===== config.mk =====
export PLATFORM = sky130hd
export DESIGN_NAME = rlwe_enc2_mul_arbiter
export DESIGN_NICKNAME = d
export VERILOG_FILES = /design/src/rtl/rlwe_enc2_mul_arbiter.sv
export SDC_FILE = /design/constraint.sdc
export NUM_CORES = 1
export LEC_CHECK = 0
export ABC_AREA = 1
export BUFFER_PORTS_ARGS = -buffer_cell sky130_fd_sc_hd__buf_2
export CAP_MARGIN = 30
export CELL_PAD_IN_SITES_DETAIL_PLACEMENT = 1
export CELL_PAD_IN_SITES_GLOBAL_PLACEMENT = 1
export CORE_ASPECT_RATIO = 1.25
export CORE_UTILIZATION = 43
export DETAILED_ROUTE_END_ITERATION = 10
export GPL_TIMING_DRIVEN = 0
export PLACE_DENSITY = 0.86
export SYNTH_ARGS = -nofsm -noshare
export SYNTH_HDL_FRONTEND = slang
export SYNTH_SLANG_ARGS = --single-unit

===== constraint.sdc =====
create_clock -name ap_clk -period 7.4 [get_ports ap_clk]
set_clock_uncertainty 0.2 [all_clocks]
set_input_delay 1.11 -clock ap_clk [delete_from_list [all_inputs] [get_ports ap_clk]]
set_output_delay 1.11 -clock ap_clk [all_outputs]
set_load 0.01 [all_outputs]

===== src/rtl/rlwe_enc2_mul_arbiter.sv =====
// Round-robin arbiter feeding one shared unsigned A_W x B_W multiplier.
// Two register stages: S1 holds the granted operands, S2 holds the product.
// Each result carries the index of the requester that issued it, and
// res_ready backpressure stalls the pipeline.
module rlwe_enc2_mul_arbiter #(
    parameter int NUM_REQ = 4,
    parameter int A_W     = 14,
    parameter int B_W     = 16,
    parameter int P_W     = 30,
    parameter int ID_W    = 2
) (
    input  logic                   ap_clk,
    input  logic                   ap_rst_n,
    input  logic [NUM_REQ-1:0]     req_valid,
    output logic [NUM_REQ-1:0]     req_ready,
    input  logic [NUM_REQ*A_W-1:0] req_a,
    input  logic [NUM_REQ*B_W-1:0] req_b,
    output logic                   res_valid,
    input  logic                   res_ready,
    output logic [P_W-1:0]         res_p,
    output logic [ID_W-1:0]        res_id,
    output logic                   busy
);

    // Pipeline state
    logic            s1_v_reg;
    logic [A_W-1:0]  s1_a_reg;
    logic [B_W-1:0]  s1_b_reg;
    logic [ID_W-1:0] s1_id_reg;
    logic            s2_v_reg;
    logic [P_W-1:0]  s2_p_reg;
    logic [ID_W-1:0] s2_id_reg;
    logic [ID_W-1:0] ptr_reg;

    // Unpacked per-requester operand views
    logic [A_W-1:0]  a_arr [NUM_REQ];
    logic [B_W-1:0]  b_arr [NUM_REQ];

    logic            s2_adv;
    logic            accept;
    logic            found;
    logic [ID_W-1:0] winner;
    logic            xfer;
    logic [ID_W-1:0] ptr_next;
    logic [P_W-1:0]  product;

    genvar gi;
    generate
        for (gi = 0; gi < NUM_REQ; gi++) begin : g_unpack
            assign a_arr[gi] = req_a[gi*A_W +: A_W];
            assign b_arr[gi] = req_b[gi*B_W +: B_W];
        end
    endgenerate

    // S2 can take new data when it is empty or being drained this cycle;
    // S1 can take a new request when it is empty or moving into S2.
    assign s2_adv = !s2_v_reg || res_ready;
    assign accept = !s1_v_reg || s2_adv;
    assign xfer   = found && accept;

    // Round-robin search starting at ptr, wrapping modulo NUM_REQ
    always_comb begin
        int              idx_int;
        logic [ID_W-1:0] idx;
        found   = 1'b0;
        winner  = '0;
        idx_int = 0;
        idx     = '0;
        for (int k = 0; k < NUM_REQ; k++) begin
            idx_int = (int'(ptr_reg) + k) % NUM_REQ;
            idx     = ID_W'(idx_int);
            if (!found && req_valid[idx]) begin
                found  = 1'b1;
                winner = idx;
            end
        end
    end

    // Grant is one-hot on the winner, and suppressed while reset is held
    always_comb begin
        req_ready = '0;
        if (found && accept && ap_rst_n) begin
            req_ready[winner] = 1'b1;
        end
    end

    // Pointer moves one past the winner, wrapping after the last requester
    always_comb begin
        ptr_next = winner + ID_W'(1);
        if (winner == ID_W'(NUM_REQ - 1)) begin
            ptr_next = '0;
        end
    end

    // Full-width unsigned product of the S1 operands
    assign product = P_W'(s1_a_reg) * P_W'(s1_b_reg);

    // Pipeline registers and round-robin pointer
    always_ff @(posedge ap_clk or negedge ap_rst_n) begin
        if (!ap_rst_n) begin
            s1_v_reg  <= 1'b0;
            s1_a_reg  <= '0;
            s1_b_reg  <= '0;
            s1_id_reg <= '0;
            s2_v_reg  <= 1'b0;
            s2_p_reg  <= '0;
            s2_id_reg <= '0;
            ptr_reg   <= '0;
        end else begin
            if (s2_adv) begin
                s2_v_reg  <= s1_v_reg;
                s2_p_reg  <= product;
                s2_id_reg <= s1_id_reg;
            end
            if (accept) begin
                s1_v_reg <= xfer;
                if (xfer) begin
                    s1_a_reg  <= a_arr[winner];
                    s1_b_reg  <= b_arr[winner];
                    s1_id_reg <= winner;
                    ptr_reg   <= ptr_next;
                end
            end
        end
    end

    assign res_valid = s2_v_reg;
    assign res_p     = s2_p_reg;
    assign res_id    = s2_id_reg;
    assign busy      = s1_v_reg || s2_v_reg;

endmodule

==> reports/qor.csv <==
stage,metric,value,unit
sta,rsz0062_at_grt,false,
layout,seqCellArea,1700,um^2
layout,final_nets,2364,
status,status,"complete, no violations",
layout,layout_common_cells,"nand2_1 (587), inv_1 (468), buf_2 (180), fa_1 (165), ha_1 (98)",
sta,finalCritPeriodShare,91.8,%
sta,setup_tns,0,ns
yosys,synth.distinct_cells,34,
clocking,post_cts_buffers,0,
worst_setup_path,end_kind,flop,
grt,grt_max_degree,70,
sta,fmax,147,MHz
sta,hold_viol_final,0,
detailed_routing,routed_wl,41900,um
detailed_routing,wl_per_cell,18.0,um
place,place.gp.congestion,0.971,
layout,final_common_cell,nand2_1,
yosys,synth-xor-area-share,0.778,%
yosys,avgSynthCellArea,6.88,um^2
detailed_routing,vias,11900,
detailed_routing,drc,0,
yosys,synth_compound_area_share,3.43,%
clocking,postCtsHoldBufs,0,
worst_setup_path,critical_path_class,reg2reg,
layout,largest_register_ffs,30,
clocking,cts_resized,0,
layout,finish.utilization,49.1,%
floorplanning,initial_core_util,43.6,%
floorplanning,die_x,154,um
yosys,synth.area.mux_share,0,%
clocking,htreeDepth,3,
layout,multi_input_area,8500,um^2
yosys,ys_ff_latch,68,
clocking,cts_tree,done,
yosys,syn-cell-area,12400,um^2
clocking,numCtsBuffers,9,
yosys,synth_top_family_by_area,adder cells,
clocking,clkTransAtPathRegs,0.06,ns
grt,antenna_found_initial,0,
yosys,synth_simple_gate_area_share,27.8,%
worst_setup_path,cp.required,7.44,ns
job,maxCapViolations,0,
yosys,yosysWarnings,0,
layout,drive_gt1_share,11.6,%
detailed_routing,firstDrtPassIters,5,
place,place_hpwl,34600,um
sta,report.final.slew_viol_count,0,
yosys,syn_inst,1799,
sta,worst_slew_pin_slew,0.875,ns
yosys,synth_fa_ha_area_share,36.6,%
yosys,yosysSeqAreaShare,13.7,%
worst_setup_path,start_kind,flop,
floorplanning,dieHeight,192,um
grt,grt_pass1_vias,13600,
clocking,clk_latency,0.36,ns
layout,fill_cells,3781,
layout,n_antenna_cell,0,
grt,globalRouteOverflowTotal,0,
detailed_routing,drtIter0Drc,480,
worst_setup_path,cp_max_fo,10,
hold_path,hold_class,reg2reg,
worst_setup_path,crit_arrival,6.84,ns
floorplanning,die_area,29500,um^2
grt,grt_pass1_wl,69300,um
sta,period_needed,6.79,ns
floorplanning,boundaryPins,165,
clocking,clockRootBuffer,clkbuf_16,
place,portBuffers,164,
clocking,clock_path_buffers,2,
clocking,cts.sinks,68,
sta,setup_viol,0,
grt,grt_usage,30.2,%
yosys,synth_nets,2189,
layout,syn_to_final_growth,12.6,%
floorplanning,rows,69,
sta,relSlewSlack,41.6,%
detailed_routing,ant_nets,0,
detailed_routing,vias_per_cell,5.10,
floorplanning,core_area,28400,um^2
[per-layer routing]
layer / part of all wire [%] / routed length (um) / global-route usage [%]
met4: 5.1 / 2150 / 16.2
met3: 3.7 / 1570 / 2.80
met1: 39 / 16400 / 33.2
met5: 0 / 0 / 0
met2: 52 / 21800 / 57.2
[per-stage QoR]
step                      cells  worst slack (ns)  instance area [um^2]  hold WS (ns)
after global routing       2334             0.319                 13900         0.299
after detailed placement   2318             0.670                 13600         0.260
final                      2334             0.606                 13900         0.270
after floorplan            1799              1.79                 12400         0.242
after global placement     2318             0.869                 13600         0.257
after CTS                  2334             0.654                 13900         0.275
[layout make-up]
| type | count | area share [%] |
|---|---|---|
| clock buffers | 10 | 1.64 |
| clock inverters | 6 | 0.467 |
| repair buffers | 164 | 5.91 |
| flip-flops and latches | 68 | 12.2 |
| inverters | 473 | 12.8 |
| well taps | 355 | 3.19 |
| plain buffers | 88 | 2.90 |
| multi-input cells | 1170 | 60.9 |
[Yosys cell counts]
master / count / area [um^2]
nand3_2: 1 / 10.0
xnor2_1: 9 / 78.8
or2_2: 8 / 50.1
o21a_1: 1 / 7.51
buf_6: 3 / 33.8
nor2_1: 46 / 173
buf_4: 8 / 60.1
xor2_1: 2 / 17.5
nor3_1: 5 / 25.0
a21boi_0: 1 / 7.51
buf_2: 17 / 85.1
nand2_1: 587 / 2200
o21ai_0: 27 / 135
inv_1: 468 / 1760
nand2_2: 4 / 25.0
nor2_2: 1 / 6.26
nor2_4: 1 / 11.3
nand3_1: 95 / 475
o21ai_1: 1 / 5.00
inv_4: 1 / 6.26
ha_1: 98 / 1230
a21o_1: 4 / 30.0
nand4_1: 68 / 425
fa_1: 165 / 3300
o21bai_1: 5 / 37.5
a21oi_1: 30 / 150
nand3_4: 2 / 35.0
a31oi_1: 7 / 43.8
inv_2: 4 / 15.0
o211ai_1: 1 / 7.51
dfrtp_1: 68 / 1700
nand3b_1: 1 / 7.51
clkbuf_1: 57 / 214
buf_1: 3 / 11.3
[cells by family (layout without fill, tap and decap cells)]
kind of cell | count (synthesis) | after routing
AO/OA/AOI/OAI | 77 | 77
XOR/XNOR | 11 | 11
adder cells (fa/ha/maj) | 263 | 263
buffers and inverters | 561 | 741
flip-flops | 68 | 68
AND/OR/NAND/NOR | 819 | 819
[worst max-delay path, stage by stage (launching register included)]
cell	delay, ns
dfrtp_1	0.34
clkbuf_1	0.50
clkbuf_1	0.65
nand2_1	0.20
fa_1	0.54
fa_1	0.51
inv_1	0.06
fa_1	0.50
fa_1	0.44
fa_1	0.49
inv_1	0.05
fa_1	0.47
inv_1	0.04
ha_1	0.36
a21o_1	0.21
a21boi_0	0.33
o21ai_0	0.16
nand2_1	0.09
nand3_1	0.10
or2_2	0.28
nand3_1	0.09
nand2_1	0.06
[path summary, 6_finish.rpt]
kind	startpoint	slack (ns)	end	cells past startpoint
setup / recovery	s1_a_reg[11]	0.61	res_p[24]	21
max in group asynchronous	ap_rst_n	5.75	s1_a_reg[2]	1
hold / removal	res_p[15]	0.27	res_p[15]	2
min in group asynchronous	ap_rst_n	0.66	res_p[7]	1
setup reg to reg	s1_a_reg[11]	0.61	res_p[24]	21
hold reg to reg	res_p[15]	0.27	res_p[15]	2
Power is left out: the tool's default activity adds up to more than one toggle a clock period on the data nets, which glitch-free logic cannot reach.
